`src/rtl/lsu_ctrl.sv`:
```
`default_nettype none
// ============================================================================
//  Module   : lsu_ctrl
//  Purpose  : Load/store unit between execute and the data-memory bus. Takes
//             the ALU address and store data, runs one valid/ready bus
//             transaction, and returns aligned, sign/zero-extended load data
//             for write-back. Raises busy while the access is in flight.
//  Ports    : clk, rstn (sync, active-low)
//             req/we/size/uns/addr/wdata   - request from execute
//             busy/done/err/load_data      - status and result to the core
//             mem_valid/mem_ready/mem_we/mem_addr/mem_wdata/mem_wstrb/
//             mem_rdata                    - data-memory bus
//  Config   : LSU_MISALIGN_CHECK_EN - when defined, misaligned accesses skip
//             the bus and complete with err=1; when undefined, the low
//             address bits are masked to the access size instead.
//  Revision : 1.0 - initial release
// ============================================================================
module lsu_ctrl #(
  parameter int DW = 64,
  parameter int AW = 64
) (
  input  logic            clk,
  input  logic            rstn,
  input  logic            req,
  input  logic            we,
  input  logic [1:0]      size,
  input  logic            uns,
  input  logic [AW-1:0]   addr,
  input  logic [DW-1:0]   wdata,
  output logic            busy,
  output logic            done,
  output logic            err,
  output logic [DW-1:0]   load_data,
  output logic            mem_valid,
  input  logic            mem_ready,
  output logic            mem_we,
  output logic [AW-1:0]   mem_addr,
  output logic [DW-1:0]   mem_wdata,
  output logic [DW/8-1:0] mem_wstrb,
  input  logic [DW-1:0]   mem_rdata
);

  typedef enum logic [1:0] {
    IDLE = 2'd0,
    BUS  = 2'd1,
    DONE = 2'd2
  } state_e;

  state_e          state_q, state_d;
  logic            mem_we_q, mem_we_d;
  logic [1:0]      size_q, size_d;
  logic            uns_q, uns_d;
  logic [2:0]      off_q, off_d;
  logic [AW-1:0]   mem_addr_q, mem_addr_d;
  logic [DW-1:0]   mem_wdata_q, mem_wdata_d;
  logic [DW/8-1:0] mem_wstrb_q, mem_wstrb_d;
  logic [DW-1:0]   load_data_q, load_data_d;

  // Byte offset masked to the access size. For aligned accesses this is just
  // addr[2:0]; otherwise it is the masking used when checking is compiled out.
  logic [2:0] off;
  always_comb begin
    case (size)
      2'b00:   off = addr[2:0];
      2'b01:   off = {addr[2:1], 1'b0};
      2'b10:   off = {addr[2], 2'b00};
      default: off = 3'b000;
    endcase
  end

  logic misalign;
`ifdef LSU_MISALIGN_CHECK_EN
  always_comb begin
    case (size)
      2'b01:   misalign = addr[0];
      2'b10:   misalign = |addr[1:0];
      2'b11:   misalign = |addr[2:0];
      default: misalign = 1'b0;
    endcase
  end
`else
  assign misalign = 1'b0;
`endif

  // Store lane replication and strobes; loads never write bytes.
  logic [DW-1:0]   lane_wdata;
  logic [DW/8-1:0] lane_wstrb;
  always_comb begin
    case (size)
      2'b00: begin
        lane_wdata = {8{wdata[7:0]}};
        lane_wstrb = 8'h01 << off;
      end
      2'b01: begin
        lane_wdata = {4{wdata[15:0]}};
        lane_wstrb = 8'h03 << off;
      end
      2'b10: begin
        lane_wdata = {2{wdata[31:0]}};
        lane_wstrb = 8'h0F << off;
      end
      default: begin
        lane_wdata = wdata;
        lane_wstrb = 8'hFF;
      end
    endcase
    if (!we) begin
      lane_wstrb = '0;
    end
  end

  // Load extraction from the captured offset/size.
  logic [DW-1:0] rshift;
  logic [DW-1:0] ext;
  assign rshift = mem_rdata >> {off_q, 3'b000};
  always_comb begin
    case (size_q)
      2'b00:   ext = uns_q ? {{(DW-8){1'b0}}, rshift[7:0]}
                           : {{(DW-8){rshift[7]}}, rshift[7:0]};
      2'b01:   ext = uns_q ? {{(DW-16){1'b0}}, rshift[15:0]}
                           : {{(DW-16){rshift[15]}}, rshift[15:0]};
      2'b10:   ext = uns_q ? {{(DW-32){1'b0}}, rshift[31:0]}
                           : {{(DW-32){rshift[31]}}, rshift[31:0]};
      default: ext = rshift;
    endcase
  end

  always_comb begin
    state_d     = state_q;
    mem_we_d    = mem_we_q;
    size_d      = size_q;
    uns_d       = uns_q;
    off_d       = off_q;
    mem_addr_d  = mem_addr_q;
    mem_wdata_d = mem_wdata_q;
    mem_wstrb_d = mem_wstrb_q;
    load_data_d = load_data_q;
    case (state_q)
      IDLE: begin
        if (req) begin
          if (misalign) begin
            state_d     = DONE;
            load_data_d = '0;
          end else begin
            state_d     = BUS;
            mem_we_d    = we;
            size_d      = size;
            uns_d       = uns;
            off_d       = off;
            mem_addr_d  = {addr[AW-1:3], 3'b000};
            mem_wdata_d = lane_wdata;
            mem_wstrb_d = lane_wstrb;
          end
        end
      end
      BUS: begin
        if (mem_ready) begin
          state_d     = DONE;
          load_data_d = mem_we_q ? '0 : ext;
        end
      end
      // req still belongs to the completing instruction here, so ignore it.
      DONE:    state_d = IDLE;
      default: state_d = IDLE;
    endcase
  end

  always_ff @(posedge clk) begin
    if (!rstn) begin
      state_q     <= IDLE;
      mem_we_q    <= 1'b0;
      size_q      <= 2'b00;
      uns_q       <= 1'b0;
      off_q       <= 3'b000;
      mem_addr_q  <= '0;
      mem_wdata_q <= '0;
      mem_wstrb_q <= '0;
      load_data_q <= '0;
    end else begin
      state_q     <= state_d;
      mem_we_q    <= mem_we_d;
      size_q      <= size_d;
      uns_q       <= uns_d;
      off_q       <= off_d;
      mem_addr_q  <= mem_addr_d;
      mem_wdata_q <= mem_wdata_d;
      mem_wstrb_q <= mem_wstrb_d;
      load_data_q <= load_data_d;
    end
  end

`ifdef LSU_MISALIGN_CHECK_EN
  // High exactly in the DONE cycle that follows a rejected misaligned request.
  logic err_q, err_d;
  assign err_d = (state_q == IDLE) && req && misalign;
  always_ff @(posedge clk) begin
    if (!rstn) begin
      err_q <= 1'b0;
    end else begin
      err_q <= err_d;
    end
  end
  assign err = err_q;
`else
  assign err = 1'b0;
`endif

  // busy drops in DONE so the PC advances on the edge that ends DONE.
  assign busy      = ((state_q == IDLE) && req) || (state_q == BUS);
  assign done      = (state_q == DONE);
  assign mem_valid = (state_q == BUS);
  assign mem_we    = mem_we_q;
  assign mem_addr  = mem_addr_q;
  assign mem_wdata = mem_wdata_q;
  assign mem_wstrb = mem_wstrb_q;
  assign load_data = load_data_q;

endmodule
`default_nettype wire

```
`config.mk`:
```
export PLATFORM = sky130hd
export DESIGN_NAME = lsu_ctrl
export DESIGN_NICKNAME = d
export VERILOG_FILES = /design/src/rtl/lsu_ctrl.sv
export SDC_FILE = /design/constraint.sdc
export NUM_CORES = 1
export LEC_CHECK = 0
export ABC_AREA = 1
export CAP_MARGIN = 5
export CORE_MARGIN = 5
export CORE_UTILIZATION = 44
export DETAILED_ROUTE_END_ITERATION = 6
export PLACE_DENSITY = 0.81
export SLEW_MARGIN = 25
export SYNTH_ARGS = -nofsm -noshare
export SYNTH_HDL_FRONTEND = slang
export SYNTH_SLANG_ARGS = --single-unit
export TNS_END_PERCENT = 30
```
`constraint.sdc`:
```
create_clock -name clk -period 2.1 [get_ports clk]
set_input_delay 0.21 -clock clk [delete_from_list [all_inputs] [get_ports clk]]
set_output_delay 0.21 -clock clk [all_outputs]
set_load 0.01 [all_outputs]
```
==> impl_metrics.ini, run 1 <==
[run_status]
status = completed

[cts]
cts_max_level = 1
insertion_delay_ns = 0.52
cts_buffer_depth = 3
clock-root-buffer = clkbuf_16
cts.reportedPaths.clkPinSlew_ns = 0.06
cts_tree = built
cts.sinks = 206
cts_buffers = 24

[synthesis]
synth_common_cells = nand2_1 (363), o21ai_0 (226), dfxtp_1 (206)
synth.top_cell.area_share_pct = 39.78
yosys-mux-area-fraction_pct = 0
yosys.area.top_type = dfxtp_1
synth_edf_count = 0
synth_seq_cells = 206
syn_avg_cell_area_um2 = 6.916
synth.distinct_cells = 36
synthAdderAreaFrac_pct = 0.6034
syn_area_mm2 = 0.01037
ys_seq_area_share_pct = 39.78
synth-compound-area-share_pct = 24.23
synthXorXnorAreaFrac_pct = 0
postSynth.asyncResetShare_pct = 0
synth_top_family_by_area = simple AND/OR/NAND/NOR gates
ys.warnings.count = 0
synth-simple-area-share_pct = 27.46
syn_inst = 1499
synth.most_common_cell = nand2_1
synth_area_leaders = dfxtp_1 (40%), nand2_1 (13%), o21ai_0 (11%), a21oi_1 (8.6%), nor2_1 (5.9%)
synth_flop_cell = dfxtp_1

[floorplanning]
die_y_um = 163.5
core_area_mm2 = 0.02333
start_util_pct = 44.43
die_w_um = 163.5
rows = 56
io_pins = 405
dieArea_mm2 = 0.02673

[grt]
grtUsageTotal_pct = 31.14
globalRouteMet2Util_pct = 55.17
overflow = 0
grt_util_met3_pct = 9.160
grt_pass1_vias = 11990
grt_pass1_wl_um = 65410
grt_util_met1_pct = 33.85
busiest_layer = met2
grt_max_degree = 129
grt_antenna_before_repair = 12

[cells_and_area]
fillerInstances = 1990
nets = 2064
multi_input_area_mm2 = 0.005450
area_growth_pct = 49.70
drive_gt1_share_pct = 10.51
ff_latch_area_mm2 = 0.004126

[placement]
hpwl_um = 32630
io_buffers = 400
place.gp.congestion = 0.9928

[job]
drv_cap = 0

[sta]
drv_slew = 0
hold_slack_ns = 0.2784
setup_viol = 0
hold_viol = 0
grt_setup_unrepaired = no
setup_tns_ns = 0
slew-limit-headroom_pct = 51.46
fmax_ghz = 0.5243
clock_skew_ns = 0.01313
finalCriticalPeriod_ns = 1.907
worst_pin_slew_ns = 0.7254
finalCritPeriodShare_pct = 90.82

[critical_path]
path_class = reg2reg
path_max_fanout = 24
cp_common_cell = o21ai_0
rrSetupSlack_ns = 0.19
cp.arrival_ns = 2.29
critPathLaunchType = register
cp.buffers_inverters = 1
path_cells = buf_4, or2_2, o21ai_0, o21ai_0, o21ai_0, nand2_1, nand2_1, a21oi_1
cpMaxStageDelayCell = o21ai_0
path_delay_family = compound AO/OA/AOI/OAI gates
cp.required_ns = 2.48
end_kind = register
r2r_start = off_q[0]
r2r_end = load_data[22]
max_stage_delay_ns = 0.47
r2r_cells = 8

[detailed_routing]
first_pass_iters = 7
wl_per_cell_um = 20.02
drtAntennaViolNets = 0
vias = 12040
drc = 0
routed_wl_um = 44170
drt_iter0_markers = 1124
viasPerCell = 5.456

[worst_hold_path]
min_path_type = in2reg
hold-path-endpoint = mem_addr[3]
worstHoldPathCells = 3
min_from = addr[3]

[power_and_ir_drop]
power.density_mw_per_mm2 = 748.7
power.leakage_nw = 6.140
ir_drop_v = 0.0007141
==> sequential cells by signal, summed over array words and instances (netlist names) <==
| register | flops |
|---|---|
| load_data | 64 |
| mem_addr | 61 |
| mem_wdata | 64 |
| mem_we | 1 |
| mem_wstrb | 8 |
| off_q | 3 |
| size_q | 2 |
| state_q | 2 |
| uns_q | 1 |
==> power by group <==
group | switching (mW) | leakage [nW] | total [mW] | internal [mW]
combinational | 1.67 | 4.06 | 3.03 | 1.36
clock | 1.64 | 0.384 | 4.21 | 2.57
sequential | 0.169 | 1.69 | 4.38 | 4.21
total | 3.48 | 6.14 | 11.6 | 8.14
==> cell type report <==
type	instances	area share, %
inverters	48	1.201
clock inverters	4	0.4757
multi-input cells	1123	35.12
repair buffers	456	29.25
diodes	12	0.1935
clock buffers	38	4.603
well taps	319	2.572
flip-flops and latches	206	26.59
==> layout by cell type (no fill, tap or decap), types with 3 or more instances in the layout <==
cell             count
nor2_1             162
clkbuf_16           25
nand3_2             39
o211ai_1            11
clkbuf_8             4
nand2_1            363
ha_1                 4
inv_1               36
clkbuf_1             9
nand2_2              6
o21ai_0            226
dfxtp_1            204
buf_4               47
a21oi_2             31
inv_2                8
conb_1               4
nand3_1             58
clkdlybuf4s50_1    398
buf_12               9
diode_2             12
a21oi_1            178
a22oi_1              8
o21ai_1              7
or2_2               11
nand2_4              3
==> worst register-to-register path: stages, from the launching register on <==
cell	delay (ns)
dfxtp_2	0.33
buf_4	0.22
or2_2	0.32
o21ai_0	0.10
o21ai_0	0.10
o21ai_0	0.47
nand2_1	0.10
nand2_1	0.08
a21oi_1	0.05
==> cell families after synthesis <==
group,count (synthesis)
buffers and inverters,173
AOI/OAI and AO/OA,466
other,1
adders and majority gates,5
and+or+nand+nor,648
DFF,206
==> metrics by stage <==
stage / power [mW] / setup slack (ns) / area, um2 / std cells / util, %
2_1_floorplan: 5.955 / 0.5014 / 10380 / 1502 / -
3_3_place_gp: 7.401 / 0.02220 / 14680 / 2150 / 62.90
3_5_place_dp: 7.433 / -0.07367 / 14680 / 2150 / 62.90
4_1_cts: 11.67 / 0.01229 / 15480 / 2193 / 66.34
5_1_grt: 12.15 / 0.06785 / 15520 / 2205 / 66.51
6_report: 11.62 / 0.1928 / 15520 / 2206 / 66.52
==> per-layer routing <==
layer,up-vias,routed length (um)
met4,2,2104
met1,5620,15590
met2,594,22220
met5,-,11
li1,5709,-
met3,112,4248
==> worst max-delay path by stage <==
| stage | to | startpoint | cells past startpoint |
|---|---|---|---|
| after detailed placement | mem_wdata[48] | size[0] | 8 |
| after CTS | busy | state_q[0] | 4 |
| after floorplan | mem_wstrb[6] | size[0] | 11 |
| final | load_data[22] | off_q[0] | 8 |
| after global routing | load_data[43] | off_q[0] | 11 |
| after global placement | mem_wdata[17] | size[0] | 8 |
==> repair_timing <==
item                                   CTS  global route
gates resized for setup                  1             1
setup buffers                            0             1
hold buffers                             1             0
endpoints found under the hold margin    2             0
pin swaps                                1             1
setup endpoints to repair                1             1
(Power assumes the default switching activity.)
==> inputs of run 2 (changes only) <==
--- a/config.mk
+++ b/config.mk
@@ -7,12 +7,11 @@
 export LEC_CHECK = 0
 export ABC_AREA = 1
 export CAP_MARGIN = 5
-export CORE_MARGIN = 5
-export CORE_UTILIZATION = 44
+export CORE_AREA = 2 2 157 159
 export DETAILED_ROUTE_END_ITERATION = 6
-export PLACE_DENSITY = 0.81
+export DIE_AREA = 0 0 159 161
+export PLACE_DENSITY = 0.8
 export SLEW_MARGIN = 25
 export SYNTH_ARGS = -nofsm -noshare
 export SYNTH_HDL_FRONTEND = slang
 export SYNTH_SLANG_ARGS = --single-unit
-export TNS_END_PERCENT = 30
==> run 2 against run 1 <==
Against the previous run:
- flip-flop and latch count did not move
- die area fell by 4.2%
- worst setup slack got worse by 0.15 ns
- total power rose by 0.98%
- sequential power barely moved
- wire length fell by 4.8%
- largest cell class unchanged
- highest routed layer unchanged
==> impl_metrics.ini, run 2 (same netlist as run 1, synthesis figures left out) <==
[run_status]
status = completed

[cells_and_area]
drive_gt1_share_pct = 10.77
fillerInstances = 2135
area_growth_pct = 49.79
ff_latch_area_mm2 = 0.004126
multi_input_area_mm2 = 0.005450
final_common_cell = clkdlybuf4s50_1
nets = 2063
final_cell_mix = clkdlybuf4s50_1 (399), nand2_1 (363), o21ai_0 (226)

[floorplanning]
die_w_um = 159
start_util_pct = 43.26
die_y_um = 161
rows = 57
core_area_mm2 = 0.02396
io_pins = 405
dieArea_mm2 = 0.02560

[worst_hold_path]
min_path_type = in2reg

[sta]
setup_ws_ns = 0.04605
finalCriticalPeriod_ns = 2.054
clock_skew_ns = 0.02309
slew-limit-headroom_pct = 47.26
drv_slew = 0
finalCritPeriodShare_pct = 97.81
worst_pin_slew_ns = 0.7881
hold_slack_ns = 0.1746
grt_setup_unrepaired = no
setup_viol = 0
fmax_ghz = 0.4869
hold_viol = 0
setup_tns_ns = 0

[placement]
io_buffers = 400
pre_cts_ws_ns = -0.1859
hpwl_um = 30780
place.gp.congestion = 0.9403

[cts]
cts_max_level = 1
clock-root-buffer = clkbuf_16
insertion_delay_ns = 0.54
cts.sinks = 206
cts-hold-fix-buffers = 0
cts_tree = built
cts_buffer_depth = 3
cts_buffers = 24
cts.reportedPaths.clkPinSlew_ns = 0.06

[grt]
grt_pass1_wl_um = 64190
grt_max_degree = 77
overflow = 0
grt_pass1_vias = 11720
grtUsageTotal_pct = 31.36
grt_antenna_before_repair = 7

[critical_path]
cp.buffers_inverters = 3
cp_common_cell = inv_1
cp.required_ns = 1.89
critPathLaunchType = register
cpMaxStageDelayCell = clkdlybuf4s50_1
path_delay_family = buffers and inverters
end_kind = output port
max_stage_delay_ns = 0.54
cp.arrival_ns = 1.84
path_class = reg2out
path_cells = inv_1, nor2_2, inv_1, nand2_1, clkdlybuf4s50_1
path_max_fanout = 3

[detailed_routing]
vias = 11980
routed_wl_um = 42060
drc = 0
first_pass_iters = 5
viasPerCell = 5.433
drt_iter0_markers = 1059
wl_per_cell_um = 19.07
drtAntennaViolNets = 0

[power_and_ir_drop]
power.leakage_nw = 6.142
power.density_mw_per_mm2 = 755.5
p_total_mw = 11.73
ir_drop_v = 0.0005785

[job]
drv_cap = 0
## run 2: where the power goes
| part | internal (mW) | leakage, nW | total (mW) | switching (mW) |
|---|---|---|---|---|
| Clock | 2.60 | 0.404 | 4.35 | 1.74 |
| Combinational | 1.36 | 4.04 | 3.00 | 1.64 |
| Sequential | 4.21 | 1.69 | 4.39 | 0.184 |
| Total | 8.17 | 6.14 | 11.7 | 3.57 |
## run 2: per-stage QoR
stage | utilization, % | std cells | instance area [um2]
final | 64.81 | 2205 | 15530
after global routing | 64.80 | 2204 | 15530
after CTS | 64.75 | 2199 | 15510
after detailed placement | 61.30 | 2156 | 14690
after global placement | 61.30 | 2156 | 14690
after floorplan | - | 1502 | 10380
## run 2: tightest hold or removal path: cells and delay by family
family	cells	cell delay, ns
compound gates	2	0.17
buf+inv	1	0.26
## run 2: final timing paths
check                                   from       endpoint  slack [ns]  cells after the start
worst max register to register      off_q[0]  load_data[33]        0.10                      9
worst min register to register  load_data[9]   load_data[9]        0.47                      2
worst max-delay path              state_q[0]           busy        0.05                      5
worst min-delay path                    rstn  mem_wdata[38]        0.17                      3
## run 2: layout make-up
type | count | share of cell area [%]
sequential | 206 | 26.57
multi-input combinational | 1123 | 35.10
timing repair buffer | 455 | 29.15
clock inverter | 7 | 0.6687
inverter | 48 | 1.200
antenna | 6 | 0.09668
clock buffer | 36 | 4.608
tap | 324 | 2.610
## run 2: routing by layer
layer	GRT usage (%)	vias to the layer above	wire length [um]
met1	36.31	5550	15960
li1	-	5701	-
met2	54.74	605	20350
met3	7.345	122	3655
met4	15.25	2	2077
met5	0	-	16
## run 2: repair_timing
| item | in CTS | in global routing |
|---|---|---|
| setup buffers | 0 | 0 |
| cloned | 0 | 0 |
| resized for setup | 1 | 0 |
| setup endpoints to repair | 1 | 1 |
| pin swaps | 0 | 1 |
==> inputs of run 3 (changes only) <==
--- a/config.mk
+++ b/config.mk
@@ -6,11 +6,12 @@
 export NUM_CORES = 1
 export LEC_CHECK = 0
 export ABC_AREA = 1
-export CAP_MARGIN = 5
+export CAP_MARGIN = 0
 export CORE_AREA = 2 2 157 159
 export DETAILED_ROUTE_END_ITERATION = 6
 export DIE_AREA = 0 0 159 161
 export PLACE_DENSITY = 0.8
+export SKIP_LAST_GASP = 1
 export SLEW_MARGIN = 25
 export SYNTH_ARGS = -nofsm -noshare
 export SYNTH_HDL_FRONTEND = slang
==> results of run 3 <==
Same layout as run 2: the final DEF is identical, and so are final timing and power.
